File: src/rtl/fifo_wr_arbiter.sv
// Round-robin, packet-locked arbiter sharing the async FIFO write port among NUM_REQ producers.
// Owns the binary/Gray write pointer and the registered full flag in the write clock domain.
//
// state     | meaning
// ----------+-------------------------------------------------------------
// ST_IDLE   | no owner; search valid requesters upward from rr_ptr
// ST_LOCKED | grant held by grant_q until its last beat is written
module fifo_wr_arbiter #(
    parameter int DATA_SIZE = 8,
    parameter int ADDR_SIZE = 4,
    parameter int NUM_REQ   = 4,
    parameter int REQ_ID_W  = 2
) (
    input  logic                           i_wr_clk,
    input  logic                           i_wr_rst,
    input  logic [NUM_REQ-1:0]             i_req_valid,
    input  logic [NUM_REQ-1:0]             i_req_last,
    input  logic [NUM_REQ*DATA_SIZE-1:0]   i_req_data,
    output logic [NUM_REQ-1:0]             o_req_ready,
    input  logic [ADDR_SIZE:0]             i_rd_gray_sync,
    output logic                           o_wr_en,
    output logic [DATA_SIZE-1:0]           o_wr_data,
    output logic [ADDR_SIZE-1:0]           o_wr_addr,
    output logic [ADDR_SIZE:0]             o_wr_gray,
    output logic                           o_full,
    output logic [REQ_ID_W-1:0]            o_grant_id,
    output logic                           o_busy
);

    typedef enum logic {
        ST_IDLE   = 1'b0,
        ST_LOCKED = 1'b1
    } state_t;

    state_t                 state_q, state_d;
    logic [REQ_ID_W-1:0]    grant_q, grant_d;
    logic [REQ_ID_W-1:0]    rr_ptr_q, rr_ptr_d;
    logic [ADDR_SIZE:0]     bin_q, bin_d;
    logic [ADDR_SIZE:0]     gray_q, gray_d;
    logic                   full_q, full_d;

    logic                   pick_vld;
    logic [REQ_ID_W-1:0]    pick_idx;
    logic                   sel_valid;
    logic                   sel_last;
    logic [DATA_SIZE-1:0]   sel_data;
    logic                   xfer;

    // Outer loop fixes rr_ptr so every requester index is a constant after unrolling.
    always_comb begin
        pick_vld = 1'b0;
        pick_idx = '0;
        for (int p = 0; p < NUM_REQ; p++) begin
            if (rr_ptr_q == REQ_ID_W'(p)) begin
                for (int i = 0; i < NUM_REQ; i++) begin
                    if (!pick_vld && i_req_valid[(p + i) % NUM_REQ]) begin
                        pick_vld = 1'b1;
                        pick_idx = REQ_ID_W'((p + i) % NUM_REQ);
                    end
                end
            end
        end
    end

    always_comb begin
        sel_valid   = 1'b0;
        sel_last    = 1'b0;
        sel_data    = '0;
        o_req_ready = '0;
        for (int k = 0; k < NUM_REQ; k++) begin
            if (grant_q == REQ_ID_W'(k)) begin
                sel_valid      = i_req_valid[k];
                sel_last       = i_req_last[k];
                sel_data       = i_req_data[k*DATA_SIZE +: DATA_SIZE];
                o_req_ready[k] = (state_q == ST_LOCKED) && !full_q;
            end
        end
    end

    assign xfer = (state_q == ST_LOCKED) && sel_valid && !full_q;

    always_comb begin
        state_d  = state_q;
        grant_d  = grant_q;
        rr_ptr_d = rr_ptr_q;
        case (state_q)
            ST_IDLE: begin
                if (pick_vld) begin
                    grant_d = pick_idx;
                    state_d = ST_LOCKED;
                end
            end
            ST_LOCKED: begin
                if (xfer && sel_last) begin
                    state_d  = ST_IDLE;
                    rr_ptr_d = (grant_q == REQ_ID_W'(NUM_REQ - 1)) ? '0 : grant_q + 1'b1;
                end
            end
            default: state_d = ST_IDLE;
        endcase
    end

    // Full is judged on the post-write pointer so the last free slot raises it in the same cycle.
    always_comb begin
        bin_d  = bin_q + {{ADDR_SIZE{1'b0}}, xfer};
        gray_d = bin_d ^ (bin_d >> 1);
        full_d = (gray_d == {~i_rd_gray_sync[ADDR_SIZE:ADDR_SIZE-1],
                             i_rd_gray_sync[ADDR_SIZE-2:0]});
    end

    always_ff @(posedge i_wr_clk or negedge i_wr_rst) begin
        if (!i_wr_rst) begin
            state_q  <= ST_IDLE;
            grant_q  <= '0;
            rr_ptr_q <= '0;
            bin_q    <= '0;
            gray_q   <= '0;
            full_q   <= 1'b0;
        end else begin
            state_q  <= state_d;
            grant_q  <= grant_d;
            rr_ptr_q <= rr_ptr_d;
            bin_q    <= bin_d;
            gray_q   <= gray_d;
            full_q   <= full_d;
        end
    end

    assign o_wr_en    = xfer;
    assign o_wr_data  = sel_data;
    assign o_wr_addr  = bin_q[ADDR_SIZE-1:0];
    assign o_wr_gray  = gray_q;
    assign o_full     = full_q;
    assign o_grant_id = grant_q;
    assign o_busy     = (state_q == ST_LOCKED);

endmodule

File: config.mk
export PLATFORM = sky130hd
export DESIGN_NAME = fifo_wr_arbiter
export DESIGN_NICKNAME = d
export VERILOG_FILES = /design/src/rtl/fifo_wr_arbiter.sv
export SDC_FILE = /design/constraint.sdc
export NUM_CORES = 1
export LEC_CHECK = 0
export BUFFER_PORTS_ARGS = -buffer_cell sky130_fd_sc_hd__buf_2
export CELL_PAD_IN_SITES_DETAIL_PLACEMENT = 1
export CELL_PAD_IN_SITES_GLOBAL_PLACEMENT = 2
export CORE_ASPECT_RATIO = 1.4
export CORE_MARGIN = 5
export CORE_UTILIZATION = 23
export CTS_CLUSTER_SIZE = 10
export DETAILED_ROUTE_END_ITERATION = 8
export PLACE_DENSITY = 0.87
export SKIP_LAST_GASP = 1
export SYNTH_ARGS = -nofsm -noshare
export SYNTH_HDL_FRONTEND = slang
export SYNTH_SLANG_ARGS = --single-unit
File: constraint.sdc
create_clock -name i_wr_clk -period 6.38 [get_ports i_wr_clk]
set_input_delay 0.957 -clock i_wr_clk [delete_from_list [all_inputs] [get_ports i_wr_clk]]
set_output_delay 0.957 -clock i_wr_clk [all_outputs]
set_load 0.03 [all_outputs]
==> metrics.csv, run 1 <==
stage,metric,value,unit
synthesis,Netlist Area Pre-Place,1171,µm²
pwr,worst IR drop on VDD,0.0002699,V
floorplanning,Core Box Area,4880,µm²
clock_network,TritonCTS clock tree,built,
global_routing,largest net degree at the start of global routing,22,
clock_network,CTS Buffer Depth,2,
clock_network,post-cts resize count,0,
clock_network,"Setup Fix Bufs, Post-CTS",0,
critical_path,RR Startpoint,o_grant_id[0],
placed_design,final RePlAce weighted congestion,0.7977,
critical_path,type of the worst setup path,flip-flop to flip-flop,
clock_network,H-tree levels,1,
global_routing,initial antenna violation count,0,
timing,Final Setup Violations,0,
timing,RSZ-0062 raised after global routing,false,
critical_path,Startpoint Class,flip-flop,
synthesis,syn_area_per_cell,8.077,µm²
clock_network,CTS sink cnt,15,
final_layout,diodes inserted,0,
floorplanning,DIE WIDTH,70.31,µm
route,starting DRC count in detailed routing,27,
final_layout,Fill cells,639,
clock_network,CTS hold repair buffers,0,
synthesis,Ys Warns,0,
final_layout,design area,1634,µm²
timing,max-slew violations,0,
timing,Final Critical Period,3561,ps
worst_hold_path,hold crit path type,flip-flop to flip-flop,
placed_design,HPWL Detailed,3.479,mm
outcome,outcome,finished clean,
global_routing,total track usage,0.1290,
floorplanning,# rows,30,
route,DRC Markers,0,
timing,Slew HR,0.5337,
final_layout,share of layout cells above drive strength 1,0.3738,
placed_design,Placed Area,1585,µm²
floorplanning,io pins,73,
final_layout,post-layout util,0.3349,
critical_path,Critical Path Fanout Max,21,
clock_network,Num CTS Buffers,3,
critical_path,CP arrival,3710,ps
worst_hold_path,Worst Hold End,o_wr_gray[3],
critical_path,"Data required, critical path",6530,ps
timing,Worst Max-Slew Pin Slew,699.5,ps
placed_design,IO Port Bufs,72,
critical_path,r2r setup slk,2820,ps
worst_hold_path,hold path start,bin_q[4],
timing,max frequency,280.8,MHz
timing,Setup TNS,0,ps
route,via/cell ratio,4.633,
floorplanning,Die Area,6639,µm²
run,# Max-Cap Violations,0,
global_routing,first-pass GRT wire length,7.010,mm
synthesis,Mapped Cells,145,
pwr,Power Density,646.2,nW/µm²
clock_network,clock root buffer,clkbuf_8,
synthesis,"flops & latches, synth",15,
route,drt first pass iters,4,
worst_hold_path,hold depth,1,
final_layout,Nets,268,
timing,"Hold Vio Cnt, Final",0,
timing,Final period util,0.5582,
route,Wirelength per Cell,15.21,µm
clock_network,Worst-Skew Late Latency,240,ps
critical_path,CP endpoint kind,flip-flop,
synthesis,synthesized net count,198,
route,via count,1288,
floorplanning,Starting Density,0.2400,
synthesis,library cells used by synthesis,26,
critical_path,reg2reg path depth,13,
final_layout,Layout area overhead,39.53,%
synthesis,post-synthesis sequential area ratio,0.3205,
route,Post-DRT Antenna Nets,0,
pwr,leak pwr,0.7888,nW
global_routing,GRT overflow,0,
clock_network,clock slew at reported path FFs,70,ps
floorplanning,Chip Height,94.43,µm
global_routing,vias in the first global route,1423,
timing,clock skew,3.031,ps
route,drt total wl,4.227,mm
critical_path,Reg-to-Reg End,o_full,
[power by group]
group / switching [mW] / internal (mW) / total [mW]
clock network: 0.0345 / 0.0438 / 0.0782
registers: 0.0502 / 0.147 / 0.197
logic: 0.514 / 0.266 / 0.781
total: 0.599 / 0.457 / 1.06
[cell type report]
cell class / instances / area (µm²) / share of cell area
clock buffers: 3 / 41.29 / 0.02527
flip-flops and latches: 15 / 375.4 / 0.2297
multi-input cells: 118 / 750.7 / 0.4594
clock inverters: 1 / 7.507 / 0.004594
well taps: 64 / 80.08 / 0.04900
inverters: 5 / 18.77 / 0.01149
repair buffers: 72 / 360.3 / 0.2205
[synthesized netlist by cell type (all sizes together)]
master	instances	area, µm²
clkbuf	7	26.28
ha	6	75.07
xor2	6	60.06
nor2	3	11.26
a31oi	1	6.260
dfrtp	15	375.4
nor2b	3	18.77
xnor3	1	22.52
mux2	2	22.52
nand4	1	6.260
o21ai	12	60.06
nor3	2	10.01
a21oi	25	125.1
inv	5	18.77
a211oi	2	15.01
o21bai	1	7.510
mux2i	2	20.02
nand2	24	90.09
xnor2	7	61.31
nor4	2	18.77
nand3b	9	67.56
and2	4	25.02
nor3b	1	7.510
nand3	4	20.02
[sequential cells by signal, indices dropped and copies added, names as in the netlist]
| register | flops |
|---|---|
| o_busy | 1 |
| o_full | 1 |
| o_wr_gray | 4 |
| o_grant_id | 2 |
| bin_q | 5 |
| rr_ptr_q | 2 |
[through the flow]
step / cells / power, mW / worst slack [ps] / hold slack, ps
2_1_floorplan: 145 / 0.7624 / 2795 / 549.7
3_3_place_gp: 274 / 0.9721 / 3036 / 531.6
3_5_place_dp: 274 / 0.9869 / 2844 / 537.1
4_1_cts: 278 / 1.076 / 2747 / 546.9
5_1_grt: 278 / 1.155 / 2426 / 562.4
6_report: 278 / 1.056 / 2819 / 531.0
[cells in the final DEF, fill, tap and decap left out, drive strengths merged]
master and count:
buf 72, a21oi 25, nand2 24, dfrtp 15, o21ai 12, nand3b 9, xnor2 7, ha 6
xor2 6, inv 5, nand3 4, and2 4, nor2b 3, nor2 3, clkbuf 3, mux2i 2
nor3 2, mux2 2, a211oi 2, nor4 2, a31oi 1, nand4 1, xnor3 1, nor3b 1
o21bai 1, clkinvlp 1
[cell families after synthesis]
| family | share of synthesized area |
|---|---|
| AND/OR/NAND/NOR | 0.2350 |
| AO/OA/AOI/OAI | 0.1827 |
| flip-flops | 0.3205 |
| XOR/XNOR | 0.1229 |
| buffers and inverters | 0.03847 |
| adder cells (fa/ha/maj) | 0.06410 |
| multiplexers | 0.03632 |
[worst max-delay path: stages (launching register included)]
cell and delay (ps):
dfrtp_1 420, inv_1 110, ha_1 620, a21oi_1 90, a21oi_1 280, mux2i_1 120
nor3_1 240, ha_1 290, ha_1 320, nor2b_1 80, mux2_2 260, a21oi_1 230
xnor3_1 260, nor4_2 150
[per-layer routing]
layer,track usage,vias up,routed length [µm]
met3,0.04047,2,401
met2,0.2320,61,2027
met5,0,-,0
met1,0.1525,589,1782
met4,0.01917,0,16
li1,-,636,-
[worst max path at each step]
stage / start / slack (ps) / cells past startpoint / end
floorplan: i_req_valid[1] / 2790 / 11 / o_full
global placement: o_grant_id[0] / 3040 / 13 / o_full
detailed placement: o_grant_id[0] / 2840 / 13 / o_full
CTS: o_grant_id[0] / 2750 / 13 / o_full
global route: o_grant_id[0] / 2430 / 13 / o_full
finish: o_grant_id[0] / 2820 / 13 / o_full
Note: power is estimated with default switching activity, not from simulation.
==> run 2: changes to the inputs <==
--- a/config.mk
+++ b/config.mk
@@ -5,15 +5,16 @@
 export SDC_FILE = /design/constraint.sdc
 export NUM_CORES = 1
 export LEC_CHECK = 0
+export ABC_AREA = 1
 export BUFFER_PORTS_ARGS = -buffer_cell sky130_fd_sc_hd__buf_2
 export CELL_PAD_IN_SITES_DETAIL_PLACEMENT = 1
 export CELL_PAD_IN_SITES_GLOBAL_PLACEMENT = 2
 export CORE_ASPECT_RATIO = 1.4
 export CORE_MARGIN = 5
-export CORE_UTILIZATION = 23
+export CORE_UTILIZATION = 21
 export CTS_CLUSTER_SIZE = 10
 export DETAILED_ROUTE_END_ITERATION = 8
-export PLACE_DENSITY = 0.87
+export PLACE_DENSITY = 0.83
 export SKIP_LAST_GASP = 1
 export SYNTH_ARGS = -nofsm -noshare
 export SYNTH_HDL_FRONTEND = slang
==> constraint.sdc (replaced) <==
create_clock -name i_wr_clk -period 3.3 [get_ports i_wr_clk]
set_input_delay 0.495 -clock i_wr_clk [delete_from_list [all_inputs] [get_ports i_wr_clk]]
set_output_delay 0.495 -clock i_wr_clk [all_outputs]
set_load 0.03 [all_outputs]
==> run 2 against run 1 <==
Sequential share of layout area shrank 1.6 points. Largest cell class unchanged. Global-route usage decreased by 0.95 points. Wire length up 9.7%.
==> metrics.csv, run 2 <==
stage,metric,value,unit
outcome,outcome,finished clean,
route,M1 WL,1.967,mm
clock_network,H-tree levels,1,
final_layout,"commonest non-fill, non-tap cell in the layout",buf_2,
synthesis,portion of netlist area occupied by mux cells,0,
pwr,worst IR drop on VDD,0.0004199,V
synthesis,largest family of logic cells by synthesized area,simple AND/OR/NAND/NOR gates,
critical_path,type of the worst setup path,flip-flop to flip-flop,
route,via/cell ratio,4.483,
synthesis,Post-synth top flop,dfrtp_1,
timing,"Hold Vio Cnt, Final",0,
synthesis,Ys Warns,0,
placed_design,Inst Count DP,342,
critical_path,Startpoint Class,flip-flop,
placed_design,IO Port Bufs,72,
timing,Setup TNS,0,ps
critical_path,Critical Path Fanout Max,11,
route,starting DRC count in detailed routing,13,
pwr,Int Pwr,0.8623,mW
synthesis,Synth Area in Adders,0.05814,
synthesis,cell taking the most area after synthesis,dfrtp_1,
clock_network,CTS sink cnt,15,
clock_network,"Setup Fix Bufs, Post-CTS",0,
final_layout,"Cell Count, Final, Fillers Out",346,
route,via count,1551,
synthesis,top-area cell type share of the netlist area,0.2907,
clock_network,CTS Buffer Depth,2,
global_routing,first-pass GRT wire length,7.762,mm
final_layout,max reg flops,5,
run,# Max-Cap Violations,0,
timing,Worst Max-Slew Pin Slew,406.3,ps
timing,Final period util,0.8417,
synthesis,syn_area_per_cell,6.330,µm²
placed_design,final RePlAce weighted congestion,0.7794,
synthesis,synthesized net count,257,
route,DRC Markers,0,
pwr,Clk network pwr share,0.075,
timing,Final Critical Period,2777,ps
timing,Slew HR,0.7291,
timing,Final Setup Violations,0,
timing,Hold WS,141.3,ps
synthesis,ys async rst share,1.000,
clock_network,Num CTS Buffers,3,
route,metal3 WL,393,µm
synthesis,XOR/XNOR Fraction of Synth Area,0.01357,
floorplanning,# rows,33,
synthesis,simple-gate share of the synthesized area,0.3789,
floorplanning,Starting Density,0.2187,
pwr,Power Density,1194,nW/µm²
timing,RSZ-0062 raised after global routing,false,
floorplanning,Die Area,7839,µm²
timing,max frequency,360.0,MHz
timing,clock skew,3.420,ps
placed_design,HPWL Detailed,4.022,mm
pwr,sw frac,0.5895,
global_routing,GRT overflow,0,
clock_network,Worst-Skew Late Latency,260,ps
route,uppermost layer routed,met4,
synthesis,library cells used by synthesis,25,
clock_network,CTS hold repair buffers,0,
final_layout,multi-input logic area,770.7,µm²
synthesis,compound-cell area share of the yosys netlist,0.1463,
synthesis,"count leader, synth",nand2_1,
synthesis,Post-synth EDFFs,0,
final_layout,Nets,330,
route,Post-DRT Antenna Nets,0,
pwr,leak pwr,1.002,nW
global_routing,total track usage,0.1195,
pwr,Seq pwr share,0.176,
pwr,Psw,1.238,mW
global_routing,initial antenna violation count,0,
final_layout,Reg area,375.4,µm²
route,drt first pass iters,3,
worst_hold_path,hold crit path type,primary input to asynchronous set/reset pin,
clock_network,post-cts resize count,0,
synthesis,synth top area cells,"dfrtp_1, nand2_1, o21ai_0, inv_1, ha_1",
placed_design,Placed Area,1714,µm²
global_routing,largest net degree at the start of global routing,16,
critical_path,CP arrival,2970,ps
final_layout,design area,1759,µm²
final_layout,most frequent cells in the layout,"buf_2, nand2_1, inv_1, o21ai_0, dfrtp_1",
critical_path,r2r setup slk,520,ps
timing,max-slew violations,0,
final_layout,diodes inserted,0,
floorplanning,DIE WIDTH,76.27,µm
critical_path,CP endpoint kind,flip-flop,
floorplanning,Core Box Area,5904,µm²
clock_network,clock slew at reported path FFs,60,ps
route,drt total wl,4.637,mm
clock_network,clock root buffer,clkbuf_8,
pwr,Combinational Power Share,0.750,
final_layout,Fill cells,810,
floorplanning,io pins,73,
route,routed wl met2,2.237,mm
route,Wirelength per Cell,13.40,µm
synthesis,most frequent cells after synthesis,"nand2_1, inv_1, o21ai_0",
synthesis,Mapped Cells,204,
clock_network,TritonCTS clock tree,built,
final_layout,register bank with the most flops,bin_q,
synthesis,Netlist Area Pre-Place,1291,µm²
final_layout,share of layout cells above drive strength 1,0.3333,
floorplanning,Chip Height,102.8,µm
synthesis,post-synthesis sequential area ratio,0.2907,
synthesis,"flops & latches, synth",15,
global_routing,vias in the first global route,1668,
final_layout,Layout area overhead,36.24,%
critical_path,"Data required, critical path",3490,ps
run 2: changes by cell type after synthesis, moves of 7 or more:
cell	change
nand2_1	+46
nand3b_1	-8
nor2_1	+9
inv_1	+18
a21oi_1	-13
nand4_1	+7
run 2: worst paths after layout:
kind | to | cells after the start | start
min in group i_wr_clk | o_busy | 2 | o_busy
hold / removal | o_grant_id[0] | 1 | i_wr_rst
setup / recovery | o_full | 13 | o_grant_id[1]
setup reg to reg | o_full | 13 | o_grant_id[1]
hold reg to reg | o_busy | 2 | o_busy
max in group asynchronous | bin_q[2] | 1 | i_wr_rst
run 2: logic make-up after synthesis:
kind of cell             after synthesis
AND/OR/NAND/NOR                      112
flip-flops                            15
XOR/XNOR                               2
adder cells (fa/ha/maj)                6
buffers and inverters                 34
AO/OA/AOI/OAI                         35
run 2: cell type report:
class,instances,share of cell area
Multi-Input combinational cell,155,0.4381
Tap cell,70,0.04979
Clock buffer,4,0.02560
Inverter,28,0.05974
Sequential cell,15,0.2134
Timing Repair Buffer,74,0.2134
run 2: metal layers:
layer / global-route usage / up-vias
li1: - / 789
met1: 0.1349 / 692
met2: 0.2190 / 66
met3: 0.04108 / 4
met4: 0.02423 / 0
met5: 0 / -
run 2: critical path, stage by stage, from the launching register on:
cell     delay [ps]
dfrtp_1         450
ha_1            450
inv_1           140
o21ai_0         320
a21oi_4          80
ha_1            240
ha_1            340
xnor2_1         250
inv_1            80
nand2_1          60
nand3_1          80
nor2_2           80
nand2_1          50
nor2_1           90
run 2: through the flow:
stage / utilization / setup WS [ps] / power [mW]
after global routing: 0.2979 / 234.2 / 2.334
final: 0.2979 / 522.5 / 2.101
after floorplan: - / 603.6 / 1.549
after global placement: 0.2903 / 528.8 / 1.965
after CTS: 0.2979 / 447.0 / 2.144
after detailed placement: 0.2903 / 481.6 / 1.983
run 2: power groups by stage:
| stage | registers, mW | logic (mW) | clock network, mW |
|---|---|---|---|
| 3_3_place_gp | 0.375 | 1.59 | 0 |
| 3_5_place_dp | 0.376 | 1.61 | 0 |
| 4_1_cts | 0.375 | 1.61 | 0.157 |
| 6_report | 0.369 | 1.57 | 0.157 |
| 5_1_grt | 0.392 | 1.77 | 0.170 |
| 2_1_floorplan | 0.494 | 1.05 | 0 |
